## src/rtl/pipe_ctrl_pkg.sv

```systemverilog
// Pipeline run-control shared definitions.
// State encodings and drain default, shared with the debug unit.
package pipe_ctrl_pkg;

  typedef enum logic [2:0] {
    S_IDLE  = 3'd0,
    S_RUN   = 3'd1,
    S_STEP  = 3'd2,
    S_DRAIN = 3'd3,
    S_DONE  = 3'd4
  } pc_state_e;

  localparam int DRAIN_CYCLES_DEF = 4;
  localparam int DRAIN_W          = 4;

  function automatic logic is_busy(input pc_state_e s);
    return (s == S_RUN) || (s == S_STEP) || (s == S_DRAIN);
  endfunction

  function automatic logic is_exec(input pc_state_e s);
    return (s == S_RUN) || (s == S_STEP);
  endfunction

endpackage

```

## src/rtl/pipe_ctrl.sv

```systemverilog
// Pipeline run/step/halt controller with drain and cycle counter.
// Cycle counter present only when PIPE_CTRL_CYCLE_CNT_EN is defined.
module pipe_ctrl
  import pipe_ctrl_pkg::*;
#(
  parameter int DRAIN_CYCLES = DRAIN_CYCLES_DEF,
  parameter int CNT_W        = 32
) (
  input  logic             i_clock,
  input  logic             i_reset_n,
  input  logic             i_run,
  input  logic             i_step,
  input  logic             i_halt_fetched,
  input  logic             i_hazard_stall,
  output logic             o_pc_write,
  output logic             o_if_id_write,
  output logic             o_bubble,
  output logic             o_pipe_en,
  output logic             o_busy,
  output logic             o_done,
  output logic [CNT_W-1:0] o_cycle_cnt
);

  pc_state_e          r_state;
  pc_state_e          w_next;
  logic [DRAIN_W-1:0] r_drain;
  logic               w_drain_ld;

  // State register
  always_ff @(posedge i_clock or negedge i_reset_n) begin
    if (!i_reset_n) begin
      r_state <= S_IDLE;
    end else begin
      r_state <= w_next;
    end
  end

  // Next-state and zero-latency enable decode
  always_comb begin
    w_next        = r_state;
    w_drain_ld    = 1'b0;
    o_pc_write    = 1'b0;
    o_if_id_write = 1'b0;
    o_bubble      = 1'b0;
    o_pipe_en     = 1'b0;
    unique case (r_state)
      S_IDLE, S_DONE: begin
        if (i_run) begin
          w_next = S_RUN;
        end else if (i_step) begin
          w_next = S_STEP;
        end
      end
      S_RUN: begin
        o_pipe_en     = 1'b1;
        o_pc_write    = ~i_hazard_stall;
        o_if_id_write = ~i_hazard_stall;
        o_bubble      = i_hazard_stall;
        // a stalled HALT is not really fetched yet
        if (i_halt_fetched && !i_hazard_stall) begin
          w_next     = S_DRAIN;
          w_drain_ld = 1'b1;
        end
      end
      S_STEP: begin
        o_pipe_en     = 1'b1;
        o_pc_write    = ~i_hazard_stall;
        o_if_id_write = ~i_hazard_stall;
        o_bubble      = i_hazard_stall;
        if (i_halt_fetched) begin
          w_next     = S_DRAIN;
          w_drain_ld = 1'b1;
        end else begin
          w_next = S_IDLE;
        end
      end
      S_DRAIN: begin
        o_pipe_en = 1'b1;
        if (r_drain <= DRAIN_W'(1)) begin
          w_next = S_DONE;
        end
      end
      default: begin
        w_next = S_IDLE;
      end
    endcase
  end

  // Status flags
  assign o_busy = is_busy(r_state);
  assign o_done = (r_state == S_DONE);

  // Drain counter: loaded on HALT, counts down through DRAIN
  always_ff @(posedge i_clock or negedge i_reset_n) begin
    if (!i_reset_n) begin
      r_drain <= '0;
    end else if (w_drain_ld) begin
      r_drain <= DRAIN_W'(DRAIN_CYCLES);
    end else if (r_state == S_DRAIN && r_drain != '0) begin
      r_drain <= r_drain - DRAIN_W'(1);
    end
  end

`ifdef PIPE_CTRL_CYCLE_CNT_EN
  logic [CNT_W-1:0] r_cnt;
  logic             w_restart;

  assign w_restart = (r_state == S_DONE) && (i_run || i_step);

  // Saturating count of enabled cycles, cleared on restart from DONE
  always_ff @(posedge i_clock or negedge i_reset_n) begin
    if (!i_reset_n) begin
      r_cnt <= '0;
    end else if (w_restart) begin
      r_cnt <= '0;
    end else if (o_pipe_en && r_cnt != '1) begin
      r_cnt <= r_cnt + CNT_W'(1);
    end
  end

  assign o_cycle_cnt = r_cnt;
`else
  assign o_cycle_cnt = '0;
`endif

endmodule

```

## config.mk

```make
export PLATFORM = sky130hd
export DESIGN_NAME = pipe_ctrl
export DESIGN_NICKNAME = d
export VERILOG_FILES = /design/src/rtl/pipe_ctrl_pkg.sv /design/src/rtl/pipe_ctrl.sv
export SDC_FILE = /design/constraint.sdc
export NUM_CORES = 1
export LEC_CHECK = 0
export CAP_MARGIN = 20
export CORE_UTILIZATION = 35
export DETAILED_ROUTE_END_ITERATION = 10
export PLACE_DENSITY = 0.74
export SYNTH_ARGS = -nofsm -noshare
export SYNTH_HDL_FRONTEND = slang
export SYNTH_SLANG_ARGS = --single-unit
```

## constraint.sdc

```tcl
create_clock -name i_clock -period 2.6 [get_ports i_clock]
set_input_delay 0.78 -clock i_clock [delete_from_list [all_inputs] [get_ports i_clock]]
set_output_delay 0.78 -clock i_clock [all_outputs]
set_load 0.05 [all_outputs]
```

# Yosys cells after proc, flatten, opt, wreduce, memory -nomap -nowiden
# Cells that the tools add are included.
[totals] regBits=7 in_bits=6 output_inout_bits=38 elab_cells=38
[op_classes] addsub=1 n_lt_le_gt_ge=1 n_eq_ne=7 n_mux=14 bitwise=1 n_reduce_logical=12
[ops] cell="3-bit two-way mux" n=4
[ops] cell="3-bit case mux with 4 select lines" n=1
[ops] cell="4-bit two-way mux" n=2
[ops] cell="3-bit by 2-bit equality test with 1-bit output (second input constant)" n=2
[ops] cell="1-bit two-way mux" n=5
[ops] cell="4-bit by 1-bit <= comparator with 1-bit output (second input constant)" n=1
[ops] cell="2-bit inequality test (second input constant)" n=2
[ops] cell="4-bit nonzero test" n=1
[ops] cell="2-bit OR reduction" n=2
[ops] cell="4-bit by 1-bit subtractor with 4-bit output (second input constant)" n=1
[ops] cell="3-bit by 1-bit equality test with 1-bit output (second input constant)" n=1
[ops] cell="3-bit equality test (second input constant)" n=1
[ops] cell="3-bit zero test" n=1
[ops] cell="3-bit inequality test (second input constant)" n=1
[ops] cell="3-bit AND reduction" n=1
[ops] cell="3-bit OR reduction" n=1
[ops] cell="1-bit logical AND" n=2
[ops] cell="1-bit logical OR" n=2
[ops] cell="2-bit two-way mux" n=1
[ops] cell="1-bit case mux with 2 select lines" n=1
[ops] cell="2-bit nonzero test" n=1
[ops] cell="1-bit zero test" n=1
[ops] cell="1-bit inverter" n=1

# Longest topological paths before layout
[depth] depth_word=5 ltp_mapped=5 ltp_nobuf=5

# Worst setup path before layout
# Ideal clock, no wire load.
[synth_path] path_type="reg2out" from="register r_state[1]" to="output port o_pc_write" t_arrival_ns=1.890 required_ns=1.820 path_slack_ns=-0.070 path_stages_with_launch=6 n_path_buf=2 cell_sequence="dfrtp_1 -> buf_6 -> nand2b_1 -> a21oi_1 -> nor2b_1 -> buf_4"
[synth_via] elab_chain_cells=3 elab_cells_between_ends=4 classes_between="eq/ne: 2; mux: 1; reduce/logical: 1"
[synth_lines] element="from (decl)" line="pipe_ctrl.sv:24" source="pc_state_e r_state;"
[synth_lines] element="from (signal assigned)" line="pipe_ctrl.sv:34" source="r_state <= w_next;"
[synth_lines] element="3-bit by 1-bit equality test with 1-bit output / 3-bit by 2-bit equality test with 1-bit output (equally long branches)"
[synth_lines] element="2-bit OR reduction (no source line) (*)"
[synth_lines] element="1-bit two-way mux (*)"
[synth_lines] element="to (decl)" line="pipe_ctrl.sv:15" source="output logic o_pc_write,"
# Every way passes the cells marked *; elsewhere a longest branch is shown, timed or not.

# Final worst setup path
[layout_path] from="input port i_hazard_stall" to="output port o_pc_write"
[layout_via] elab_chain_cells=2
[layout_lines] element="from (decl)" line="pipe_ctrl.sv:14" source="input logic i_hazard_stall,"
[layout_lines] element="1-bit inverter" line="pipe_ctrl.sv:56, pipe_ctrl.sv:67"
[layout_lines] element="1-bit two-way mux"
# Every way passes these cells.

==> impl_metrics.env <==
export IMPL_whs_endpoint="r_drain[2]"
export IMPL_ys_async_sr_fraction=1.00
export IMPL_clock_path_buffers=2
export IMPL_dieWidth_um=49.8
export IMPL_status="complete, no violations"
export IMPL_synthFlopType="dfrtp_1"
export IMPL_synth_area_um2=798
export IMPL_insertion_delay_ps=260
export IMPL_skew_ps=2.06
export IMPL_globalplace_congestion=0.842
export IMPL_cts_max_level=1
export IMPL_drive_gt1_frac=0.178
export IMPL_netlist_area_leader_share=0.320
export IMPL_cts_sinks=7
export IMPL_dp_hpwl_um=904
export IMPL_grt_setup_unrepaired="false"
export IMPL_synth_top_cell_by_area="buf_4"
export IMPL_grt_pass1_vias=400
export IMPL_start_kind="input port"
export IMPL_irDropWorstVdd_mv=0.588
export IMPL_overflow=0
export IMPL_fp_dieH_um=49.8
export IMPL_ys_seq_area_frac=0.219
export IMPL_path_max_fanout=4
export IMPL_leakage_nw=0.422
export IMPL_ctsHoldBuffers=0
export IMPL_ys_ff_latch=7
export IMPL_grt_max_degree=11
export IMPL_cts_tree="done"
export IMPL_r2r_start="r_state[1]"
export IMPL_hold_viol=0
export IMPL_required_ps=1820
export IMPL_min_period_over_period=0.944
export IMPL_critPathKind="in2out"
export IMPL_hold_ws_ps=578
export IMPL_numCtsBuffers=3
export IMPL_core_area_mm2=0.00204
export IMPL_dieArea_mm2=0.00248
export IMPL_synth_edf_count=0
export IMPL_fillers=214
export IMPL_ys_warn_count=0
export IMPL_track_usage=0.0909
export IMPL_power_density_mw_per_mm2=1350
export IMPL_routedWlPerCell_um=8.70
export IMPL_cts_setup_buffers=0
export IMPL_seq_power_share=0.221
export IMPL_min_path_cells=1
export IMPL_rows=16
export IMPL_end_kind="primary output"
export IMPL_reg2reg_depth=4
export IMPL_antenna_found_initial=0
export IMPL_power_internal_mw=0.538
export IMPL_clock_fmax_ghz=0.407
export IMPL_drt_total_wl_um=1110
export IMPL_grt_first_pass_wirelength_um=1690
export IMPL_final_setup_viol_count=0
export IMPL_place_ws_ps=145
export IMPL_r2r_end="r_drain[2]"
export IMPL_firstDrtPassIters=2
export IMPL_first_iter_violations=2
export IMPL_hp_class="reg2reg"
export IMPL_power_frac_clock=0.091
export IMPL_reg2reg_slack_ps=1220
export IMPL_p_switching_mw=0.592
export IMPL_layout_area_overhead_vs_synth_pct=5.17
export IMPL_fin_nets=111
export IMPL_layout_setup_ws_ps=145
export IMPL_ctsResizeCount=0
export IMPL_cp_arrival_ps=1670
export IMPL_via_per_inst=3.98
export IMPL_drc=0
export IMPL_synth_avg_cell_area_um2=8.87
export IMPL_routed_via_count=509
export IMPL_ant_nets=0
export IMPL_setup_tns_ps=0
export IMPL_max_cap_violations=0
export IMPL_ios=44
export IMPL_num_antenna_cells=0
export IMPL_p_sw_frac=0.524
export IMPL_p_comb_frac=0.688
export IMPL_initial_core_util=0.391
export IMPL_final_cell_count_no_fill=128
export IMPL_synthTopCellsByArea="buf_4, dfrtp_1, ha_1, mux2i_1, nor2_1"
export IMPL_synth_distinct_cells=29
export IMPL_path_clk_slew_ps=50
export IMPL_portBuffers=11
export IMPL_dp_cells=124
export IMPL_syn_inst=90
export IMPL_fin_crit_ps=2450
export IMPL_hp_start="r_drain[2]"
export IMPL_ctsRootBufferMaster="clkbuf_4"
export IMPL_report_final_slew_viol_count=0
==> worst max path at each step <==
stage                   startpoint    endpoint  slack (ps)  depth (start not counted)
detailed placement  i_hazard_stall  o_pc_write         150                          3
CTS                 i_hazard_stall  o_pc_write         140                          3
finish              i_hazard_stall  o_pc_write         150                          3
global route            r_state[1]  o_pc_write          60                          4
global placement    i_hazard_stall  o_pc_write         160                          3
floorplan               r_state[0]      o_done         210                          2
==> layer usage <==
layer / global-route usage / routed length, um
met5: 0 / 0
met4: 0.0714 / 20
met3: 0.0185 / 55
met2: 0.135 / 522
met1: 0.113 / 514
==> power groups by stage <==
stage,sequential [mW],combinational (mW),clock [mW]
6_report,0.250,0.778,0.103
5_1_grt,0.261,0.836,0.112
4_1_cts,0.250,0.787,0.105
3_5_place_dp,0.251,0.785,0
3_3_place_gp,0.247,0.775,0
2_1_floorplan,0.205,0.713,0
==> state kept, by name (all words and copies together) (netlist names) <==
signal   count
r_drain      4
r_state      3
==> layout by cell type, fill, tap and decap left out, drive strengths merged, types with 3 or more instances in the layout <==
master / netlist / final
mux2i: 3 / 3
o21ai: 3 / 3
inv: 6 / 6
a21oi: 3 / 3
conb: 1 / 32
nor2: 7 / 7
dfrtp: 7 / 7
clkdlybuf4s50: 0 / 5
nor2b: 3 / 3
buf: 36 / 7
ha: 3 / 3
clkbuf: 0 / 4
==> layout make-up <==
class / instances / area (um2) / share of cell area
Sequential cell: 7 / 175 / 0.209
Clock buffer: 4 / 26.3 / 0.0313
Multi-Input combinational cell: 72 / 442 / 0.526
Tap cell: 27 / 33.8 / 0.0402
Inverter: 6 / 22.5 / 0.0268
Timing Repair Buffer: 12 / 140 / 0.167
==> logic make-up after synthesis <==
kind of cell    share of synthesized area
other cells                       0.00470
xor+xnor                           0.0110
buf+inv                             0.376
flops                               0.219
simple gates                        0.185
fa+ha+maj                          0.0470
compound gates                      0.119
mux                                0.0376
==> critical path, cell delays in order <==
cell             delay, ps
clkdlybuf4s50_1        470
nor2b_2                250
buf_12                 170
==> per-stage QoR <==
stage                     area [um2]  utilization  power (mW)
after floorplan                  917            -       0.918
after global placement           813        0.398        1.02
after detailed placement         813        0.398        1.04
after CTS                        840        0.411        1.14
after global routing             840        0.411        1.21
final                            840        0.411        1.13
==> cells in the mapped netlist, types with 2 or more instances <==
library cell,count
nor2_1,7
o21ai_1,2
buf_6,2
nor3_1,2
nor4_2,2
mux2i_1,3
inv_1,6
buf_4,34
nor2b_1,3
a21oi_1,2
dfrtp_1,7
ha_1,3
(Power assumes the default switching activity.)
